[src/rtl/icache_refill_ctrl_if.sv]
`default_nettype none
// ============================================================================
// Module      : icache_refill_ctrl_if
// Description : CPU fetch port and backing-memory port of the I-cache refill
//               controller, bundled for connection between CPU/memory and cache.
// Revision    : 1.0 - initial release
// ============================================================================
interface icache_refill_ctrl_if;
    logic        rd_req;
    logic [31:2] addr;
    logic        flush;
    logic [31:0] rd_data;
    logic        miss;
    logic [31:2] mem_addr;
    logic [31:0] mem_data;

    // CPU plus backing memory side
    modport master (
        output rd_req,
        output addr,
        output flush,
        output mem_data,
        input  rd_data,
        input  miss,
        input  mem_addr
    );

    // Cache controller side
    modport slave (
        input  rd_req,
        input  addr,
        input  flush,
        input  mem_data,
        output rd_data,
        output miss,
        output mem_addr
    );
endinterface
`default_nettype wire

[src/rtl/icache_refill_ctrl.sv]
`default_nettype none
// ============================================================================
// Module      : icache_refill_ctrl
// Description : Direct-mapped instruction cache with line refill from a
//               one-cycle-latency backing memory. Define ICACHE_PERF_CNT_EN to
//               add hit_count / miss_count performance counters.
// Revision    : 1.0 - initial release
// ============================================================================
module icache_refill_ctrl #(
    parameter int LINE_ADDR_LEN = 3,
    parameter int SET_ADDR_LEN  = 4
) (
    input  logic                    clk,
    input  logic                    rst,
    icache_refill_ctrl_if.slave     bus
`ifdef ICACHE_PERF_CNT_EN
    ,
    output logic [31:0]             hit_count,
    output logic [31:0]             miss_count
`endif
);

    localparam int c_LINES   = 1 << SET_ADDR_LEN;
    localparam int c_ENTRIES = 1 << (LINE_ADDR_LEN + SET_ADDR_LEN);
    localparam int c_TAG_LEN = 30 - LINE_ADDR_LEN - SET_ADDR_LEN;
    localparam logic [LINE_ADDR_LEN:0] c_CNT_LAST = (LINE_ADDR_LEN+1)'(1) << LINE_ADDR_LEN;

    typedef enum logic [0:0] {
        S_IDLE   = 1'b0,
        S_REFILL = 1'b1
    } state_t;

    state_t                     r_state;
    state_t                     w_state_nxt;
    logic [LINE_ADDR_LEN:0]     r_cnt;
    logic [c_TAG_LEN-1:0]       r_miss_tag;
    logic [SET_ADDR_LEN-1:0]    r_miss_set;
    logic [c_LINES-1:0]         r_valid;
    logic [c_TAG_LEN-1:0]       r_tag  [c_LINES];
    logic [31:0]                r_data [c_ENTRIES];

    logic [c_TAG_LEN-1:0]       w_tag;
    logic [SET_ADDR_LEN-1:0]    w_set;
    logic [LINE_ADDR_LEN-1:0]   w_word;
    logic [LINE_ADDR_LEN-1:0]   w_wr_word;
    logic                       w_hit;
    logic                       w_start;
    logic                       w_fill_done;
    logic                       w_flush_all;
    logic                       w_wr_en;

    assign w_tag  = bus.addr[31:2+LINE_ADDR_LEN+SET_ADDR_LEN];
    assign w_set  = bus.addr[1+LINE_ADDR_LEN+SET_ADDR_LEN:2+LINE_ADDR_LEN];
    assign w_word = bus.addr[1+LINE_ADDR_LEN:2];

    assign w_hit = (r_state == S_IDLE) && r_valid[w_set] && (r_tag[w_set] == w_tag);

    assign bus.rd_data  = w_hit ? r_data[{w_set, w_word}] : 32'h0;
    assign bus.miss     = (bus.rd_req && !w_hit) || (r_state != S_IDLE);
    assign bus.mem_addr = (r_state == S_REFILL)
                        ? {r_miss_tag, r_miss_set, r_cnt[LINE_ADDR_LEN-1:0]}
                        : bus.addr;

    // Memory data lags mem_addr by one cycle, so count value N carries word N-1.
    assign w_wr_word = r_cnt[LINE_ADDR_LEN-1:0] - LINE_ADDR_LEN'(1);
    assign w_wr_en   = (r_state == S_REFILL) && (r_cnt != '0) && !rst;

    always_comb begin
        w_state_nxt = r_state;
        w_start     = 1'b0;
        w_fill_done = 1'b0;
        w_flush_all = 1'b0;
        case (r_state)
            S_IDLE: begin
                if (bus.flush) begin
                    w_flush_all = 1'b1;
                end else if (bus.rd_req && !w_hit) begin
                    w_start     = 1'b1;
                    w_state_nxt = S_REFILL;
                end
            end
            S_REFILL: begin
                // Flush aborts the refill; the partially written line stays invalid.
                if (bus.flush) begin
                    w_flush_all = 1'b1;
                    w_state_nxt = S_IDLE;
                end else if (r_cnt == c_CNT_LAST) begin
                    w_fill_done = 1'b1;
                    w_state_nxt = S_IDLE;
                end
            end
            default: begin
                w_state_nxt = S_IDLE;
            end
        endcase
    end

    always_ff @(posedge clk) begin
        if (rst) begin
            r_state    <= S_IDLE;
            r_cnt      <= '0;
            r_miss_tag <= '0;
            r_miss_set <= '0;
            r_valid    <= '0;
        end else begin
            r_state <= w_state_nxt;
            if (w_start) begin
                r_miss_tag <= w_tag;
                r_miss_set <= w_set;
                r_cnt      <= '0;
            end else if (r_state == S_REFILL) begin
                r_cnt <= r_cnt + 1'b1;
            end
            if (w_flush_all) begin
                r_valid <= '0;
            end else if (w_fill_done) begin
                r_valid[r_miss_set] <= 1'b1;
            end
        end
    end

    // Tag and data storage carry no reset; the valid bits qualify them.
    always_ff @(posedge clk) begin
        if (w_wr_en) begin
            r_data[{r_miss_set, w_wr_word}] <= bus.mem_data;
        end
        if (w_fill_done && !rst) begin
            r_tag[r_miss_set] <= r_miss_tag;
        end
    end

`ifdef ICACHE_PERF_CNT_EN
    logic [31:0] r_hit_count;
    logic [31:0] r_miss_count;

    always_ff @(posedge clk) begin
        if (rst) begin
            r_hit_count  <= '0;
            r_miss_count <= '0;
        end else begin
            if (bus.rd_req && w_hit) begin
                r_hit_count <= r_hit_count + 32'd1;
            end
            if (w_start) begin
                r_miss_count <= r_miss_count + 32'd1;
            end
        end
    end

    assign hit_count  = r_hit_count;
    assign miss_count = r_miss_count;
`endif

endmodule
`default_nettype wire

[src/flat_wrapper.sv]
// flat-port wrapper written by rule: the top's interface ports become plain ports
module icache_refill_ctrl_flat 
#(
    parameter int LINE_ADDR_LEN = 3,
    parameter int SET_ADDR_LEN  = 4
)
  (clk, rst, bus_rd_req, bus_addr, bus_flush, bus_mem_data, bus_rd_data, bus_miss, bus_mem_addr);
  icache_refill_ctrl_if bus_i ();
  input  logic clk;
  input  logic rst;
  input wire logic [$bits(bus_i.rd_req)-1:0] bus_rd_req;
  input wire logic [$bits(bus_i.addr)-1:0] bus_addr;
  input wire logic [$bits(bus_i.flush)-1:0] bus_flush;
  input wire logic [$bits(bus_i.mem_data)-1:0] bus_mem_data;
  output wire logic [$bits(bus_i.rd_data)-1:0] bus_rd_data;
  output wire logic [$bits(bus_i.miss)-1:0] bus_miss;
  output wire logic [$bits(bus_i.mem_addr)-1:0] bus_mem_addr;
  assign bus_i.rd_req = bus_rd_req;
  assign bus_i.addr = bus_addr;
  assign bus_i.flush = bus_flush;
  assign bus_i.mem_data = bus_mem_data;
  assign bus_rd_data = bus_i.rd_data;
  assign bus_miss = bus_i.miss;
  assign bus_mem_addr = bus_i.mem_addr;
  icache_refill_ctrl #(.LINE_ADDR_LEN(LINE_ADDR_LEN), .SET_ADDR_LEN(SET_ADDR_LEN)) u_core (.clk(clk), .rst(rst), .bus(bus_i));
endmodule
[config.mk]
export PLATFORM = sky130hd
export DESIGN_NAME = icache_refill_ctrl_flat
export DESIGN_NICKNAME = d
export VERILOG_FILES = /design/src/rtl/icache_refill_ctrl_if.sv /design/src/rtl/icache_refill_ctrl.sv /design/src/flat_wrapper.sv
export SDC_FILE = /design/constraint.sdc
export NUM_CORES = 2
export LEC_CHECK = 0
export ABC_AREA = 0
export CAP_MARGIN = 15
export CELL_PAD_IN_SITES_DETAIL_PLACEMENT = 1
export CELL_PAD_IN_SITES_GLOBAL_PLACEMENT = 2
export CORE_MARGIN = 2
export CORE_UTILIZATION = 49
export CTS_BUF_LIST = sky130_fd_sc_hd__clkbuf_8
export DETAILED_ROUTE_END_ITERATION = 8
export PLACE_DENSITY = 0.86
export SLEW_MARGIN = 15
export SYNTH_ARGS = -nofsm -noshare
export SYNTH_HDL_FRONTEND = slang
export SYNTH_MEMORY_MAX_BITS = 65536
export SYNTH_SLANG_ARGS = --single-unit
[constraint.sdc]
create_clock -name clk -period 4.8 [get_ports clk]
set_input_delay 0.96 -clock clk [delete_from_list [all_inputs] [get_ports clk]]
set_output_delay 0.96 -clock clk [all_outputs]
set_load 0.01 [all_outputs]
==> After elaboration in Yosys (flattened, before gate mapping) <==
Memories as Yosys holds them, arrays and structs flattened.
Index checks and enable logic that the tools add are counted.
{ "op_classes": {"n_addsub": 2, "multipliers": 0, "div_mod_pow": 0, "n_lt_le_gt_ge": 3, "eq_ne": 2, "shifts": 0, "muxes": 20, "bitwise_logic": 2, "n_reduce_logical": 13} }
{ "ops": {"columns": ["operator", "n"], "rows": [
  ["two-way mux 32 bit", 1],
  ["two-way mux 30 bit", 1],
  ["equality test 23 bit", 1],
  ["bitwise OR 16 bit", 1],
  ["two-way mux 1 bit", 15],
  ["less-than comparator 4 x 5 -> 1 bit (second input constant)", 2],
  ["logical AND 1 bit", 7],
  ["adder 4 x 1 -> 4 bit (second input constant)", 1],
  ["binary-select mux 1 bit (select 4 bit)", 1],
  ["demux 1 bit (select 4 bit)", 1],
  ["equality test 4 bit (second input constant)", 1],
  ["greater-or-equal comparator 4 x 1 -> 1 bit (second input constant)", 1],
  ["nonzero test 4 bit", 1],
  ["OR reduction 2 bit", 2],
  ["subtractor 3 x 1 -> 3 bit (second input constant)", 1],
  ["logical NOT 1 bit", 2],
  ["case mux 1 bit (2 select lines)", 1],
  ["logical OR 1 bit", 1],
  ["inverter 1 bit", 1]
]} }
{ "totals": {"regBits": 48, "latch_bits": 0, "mem_bits_rw": 4464, "romBits": 0, "output_inout_bits": 63, "word_cells": 49, "n_memories": 2} }
{ "memory_table": {"columns": ["memory", "words", "word_bits", "read_ports", "rd_clocked_by_memory_dff", "write_ports", "line_no", "source"], "rows": [
  ["u_core.r_data", 128, 32, 1, 0, 1, "icache_refill_ctrl.sv:40", "logic [31:0] r_data [c_ENTRIES];"],
  ["u_core.r_tag", 16, 23, 1, 0, 1, "icache_refill_ctrl.sv:39", "logic [c_TAG_LEN-1:0] r_tag [c_LINES];"]
]} }

==> Longest topological paths before layout <==
{ "logic_depth": {"depth_word": 10, "mapped_depth": 14, "ltp_nobuf": 8} }

==> Worst setup path before layout <==
Ideal clock, no wire load.
{ "synth_path": {"kind": "input to output", "from": "in bus_addr[0]", "to": "out bus_rd_data[14]", "arrival_ps": 3940, "path_slack_ps": -100, "cell_stages": 9, "path_cell_list": "clkbuf_1 > clkbuf_1 > buf_2 > buf_1 > mux4_2 > mux4_2 > mux4_2 > mux2i_1 > nor2_1"} }
{ "synth_between": {"elab_chain_len": 2} }
{ "synth_lines": {"columns": ["element", "line_no", "source"], "rows": [
  ["start, declared", "flat_wrapper.sv:12", "input wire logic [$bits(bus_i.addr)-1:0] bus_addr;"],
  ["memory (128 x 32 bit)", null, null],
  ["two-way mux 32 bit", "icache_refill_ctrl.sv:58", "assign bus.rd_data = w_hit ? r_data[{w_set, w_word}] : 32'h0;"],
  ["end, declared", "flat_wrapper.sv:15", "output wire logic [$bits(bus_i.rd_data)-1:0] bus_rd_data;"]
]} }
No other way between the ends.

==> Final worst setup path <==
{ "layout_path": {"from": "mem u_core.r_tag[8][19] (netlist name)", "to": "out bus_rd_data[1]"} }
{ "layout_between": {"elab_chain_len": 4} }
{ "layout_lines": {"columns": ["element", "line_no", "source"], "rows": [
  ["start, declared", "icache_refill_ctrl.sv:39", null],
  ["memory (16 x 23 bit)", null, null],
  ["equality test 23 bit", "icache_refill_ctrl.sv:56", "assign w_hit = (r_state == S_IDLE) && r_valid[w_set] && (r_tag[w_set] == w_tag);"],
  ["logical AND 1 bit", "icache_refill_ctrl.sv:56", null],
  ["two-way mux 32 bit", "icache_refill_ctrl.sv:58", null]
]} }
No other way between the ends.

==> flow_metrics.tcl <==
set metrics [dict create \
    rsz0062_at_grt "true" \
    cts_hold_repair.buffers 0 \
    numCtsBuffers 699 \
    die_y_um 597 \
    hpwl_um 278000 \
    cts_tree "built" \
    synth_async_sr_flop_share_pct 0 \
    cts_root_buf "clkbuf_8" \
    gp_congestion 0.825 \
    relSlewSlack_pct 11.4 \
    cp_max_fo 16 \
    clkLatencyLatePin_ps 1320 \
    leakage_nw 62.7 \
    yosysSeqAreaShare_pct 78.3 \
    yosysWarnings 0 \
    area_delta_synth_final_pct 15.3 \
    max_stage_delay_ps 530 \
    max_freq_mhz 182 \
    drt_pass1_iterations 6 \
    place_area_um2 185000 \
    finalInstanceArea_um2 199000 \
    endpoint "bus_rd_data[1]" \
    finalMaxSlewViolations 0 \
    grt_antenna_before_repair 55 \
    instances_no_fill 13100 \
    finalClockSkew_ps 139 \
    grt_max_degree 98 \
    p_comb_share_pct 5.8 \
    die_x_um 597 \
    cts_htree_levels 6 \
    p_per_area_nw_per_um2 401 \
    grt_pass1_vias 93200 \
    syn-num-nets 6963 \
    synthXorXnorAreaFrac_pct 0.137 \
    syn_area_per_cell_um2 25.0 \
    p_int_w 0.0601 \
    dp_cells 11800 \
    wire_per_inst_um 41.0 \
    vias_per_cell 6.81 \
    num_vias 89400 \
    core-area_um2 350000 \
    worst_ep_arrival_time_ps 4540 \
    dieArea_um2 357000 \
    setup_viol 33 \
    cp-startpoint "u_core.r_tag[8][19]" \
    clock_sinks 4512 \
    slowest_stage "or4_4" \
    ir_worst_vdd_v 0.000319 \
    power_frac_seq_pct 54.3 \
    synth_ff_type "edfxtp_1" \
    clk_path_buf_depth 4 \
    r2r-end "u_core.r_data[10][15]" \
    r2r_cells 9 \
    status "finished with violations" \
    syn_inst 6895 \
    p_sw_w 0.0197 \
    synth_top_family_by_area "multiplexers" \
    muxShareOfSynthArea_pct 19.4 \
    synth_cell_types 57 \
    port-buffer-count 128 \
    cp-end-kind "output port" \
    grt_pass1_wl_um 748000 \
    ys_ff_latch 4512 \
    worstPathRequired_ps 3840 \
    synth-simple-area-share_pct 0.844 \
    finalSetupTns_ps -21170 \
    drc 0 \
    tightest_slew_ps 1330 \
    start_kind "register" \
    swShare_pct 24.7 \
    fin_total_pwr_w 0.0798 \
    timing.final.ws_setup_ps -701 \
    max_cap_violations 0 \
    hold_violations 0 \
    synth-compound-area-share_pct 0.315 \
    synthAdderAreaFrac_pct 0.0145 \
    path_class "register to output port" \
    clkPwrFrac_pct 39.9 \
    rrSetupSlack_ps 520 \
    initial_core_util_pct 49.3 \
    fin_crit_sh_pct 115 \
    r2r_start "u_core.r_cnt[0]" \
    violations "negative setup slack" \
    hold_path_class "input port to register" \
    num_rows 217 \
    fin_crit_ps 5500 \
    syn_area_um2 172000 \
    drt-total-wl_um 539000 \
    overflow 0 \
    cp_cell_sequence "mux4_2, a22oi_2, nand2_1, xor2_1, or3b_4, or4_4, or2_4, buf_16, nor2_2, clkdlybuf4s15_2" \
    antenna_left 0 \
    layout.nets 8015 \
    gr-usage-all-layers_pct 30.2 \
    synth_edf_count 4464 \
    pre_cts_ws_ps -823 \
    n_fill_cell 29000 \
    drive_gt1_share_pct 37.6 \
    drt_iter0_drc 15400 \
    path_clk_slew_ps 70 \
    ios 129 \
]
power groups by stage:
stage / clock network, W / logic, W / registers (W)
detailed placement: 0 / 0.00438 / 0.0442
global placement: 0 / 0.00422 / 0.0442
finish: 0.0318 / 0.00464 / 0.0433
floorplan: 0 / 0.00209 / 0.0442
global route: 0.0333 / 0.00472 / 0.0433
CTS: 0.0319 / 0.00453 / 0.0433
cell type report:
| type | count | area [um2] | area share [%] |
|---|---|---|---|
| Sequential cell | 4512 | 135000 | 67.9 |
| Inverter | 12 | 45.0 | 0.0226 |
| Timing Repair Buffer | 719 | 7920 | 3.98 |
| Tap cell | 4599 | 5750 | 2.89 |
| Clock buffer | 705 | 9700 | 4.88 |
| Antenna cell | 23 | 57.6 | 0.0289 |
| Clock inverter | 556 | 3350 | 1.69 |
| Multi-Input combinational cell | 2003 | 37000 | 18.6 |
worst max-delay path, delay by kind of cell (launching register included):
family,cells,cell delay [ps]
AND/OR/NAND/NOR,5,1490
multiplexers,1,490
flip-flops,1,390
buffers and inverters,2,500
XOR/XNOR,1,150
AO/OA/AOI/OAI,1,170
stage by stage:
stage | hold slack [ps] | utilization (%)
after floorplan | 431 | -
after global placement | 445 | 53.0
after detailed placement | 464 | 53.0
after CTS | 194 | 56.8
after global routing | 154 | 56.9
final | 175 | 56.9
placed cells by master (no fill, tap or decap), types with 13 or more instances in the layout:
| cell | count |
|---|---|
| buf_12 | 166 |
| buf_4 | 448 |
| buf_6 | 25 |
| bufinv_16 | 20 |
| clkbuf_8 | 707 |
| clkdlybuf4s50_1 | 57 |
| clkinv_1 | 192 |
| clkinv_2 | 74 |
| clkinv_8 | 14 |
| dfxtp_1 | 47 |
| diode_2 | 23 |
| edfxtp_1 | 4464 |
| inv_1 | 215 |
| inv_8 | 14 |
| mux2_2 | 32 |
| mux2i_1 | 81 |
| mux4_2 | 1434 |
| nand2_1 | 89 |
| nor2_1 | 32 |
| nor2_2 | 25 |
| nor2_4 | 149 |
| xnor2_1 | 13 |
| xor2_1 | 14 |
cell families (layout without fill, tap and decap cells):
kind of cell / after synthesis / in the layout
compound gates: 74 / 74
xor+xnor: 27 / 27
fa+ha+maj: 2 / 2
buf+inv: 380 / 1992
flops: 4512 / 4512
mux: 1549 / 1549
other cells: 0 / 23
simple gates: 351 / 351
routing by layer:
layer	vias up	track usage [%]	wire, um
met2	8510	47.8	259000
met3	1492	7.88	70400
met4	36	15.1	29300
li1	32200	-	-
met1	47200	39.1	180000
met5	-	0	272
cell usage after synthesis (6+ instances only):
| cell type | number | share of area (%) |
|---|---|---|
| a21oi_1 | 10 | 0.029 |
| a22o_1 | 7 | 0.036 |
| a22oi_1 | 11 | 0.048 |
| a31oi_1 | 11 | 0.040 |
| buf_1 | 52 | 0.11 |
| buf_2 | 27 | 0.078 |
| buf_4 | 8 | 0.035 |
| buf_6 | 10 | 0.065 |
| clkbuf_1 | 267 | 0.58 |
| dfxtp_1 | 48 | 0.56 |
| edfxtp_1 | 4464 | 78 |
| inv_1 | 9 | 0.020 |
| mux2_2 | 32 | 0.21 |
| mux2i_1 | 81 | 0.47 |
| mux4_2 | 1431 | 19 |
| nand2_1 | 96 | 0.21 |
| nand2b_1 | 6 | 0.022 |
| nand3_1 | 7 | 0.020 |
| nor2_1 | 206 | 0.45 |
| nor2b_1 | 8 | 0.029 |
| o21ai_0 | 9 | 0.026 |
| xnor2_1 | 13 | 0.066 |
| xor2_1 | 14 | 0.071 |
worst min path at each step:
stage	from	endpoint	slack, ps	depth (start not counted)
detailed placement	u_core.r_valid[14]	u_core.r_valid[14]	460	2
global route	bus_mem_data[0]	u_core.r_data[34][0]	150	1
floorplan	u_core.r_valid[15]	u_core.r_valid[15]	430	2
finish	bus_mem_data[0]	u_core.r_data[42][0]	180	1
global placement	u_core.r_valid[10]	u_core.r_valid[10]	450	2
CTS	bus_mem_data[18]	u_core.r_data[122][18]	190	1
registers in the layout, indices dropped and copies added, names as in the netlist:
name and count:
u_core.r_cnt 4, u_core.r_miss_set 4, u_core.r_valid 16, u_core.r_miss_tag 23
u_core.r_tag 368, u_core.r_data 4096, u_core.r_state 1
timing repair:
action,4_1_cts,5_1_grt
pin swaps,12,7
cloned,2,0
resized for setup,204,9
buffers inserted,1,5
setup endpoints to repair,33,33
Power figures use the tool's default switching activity.
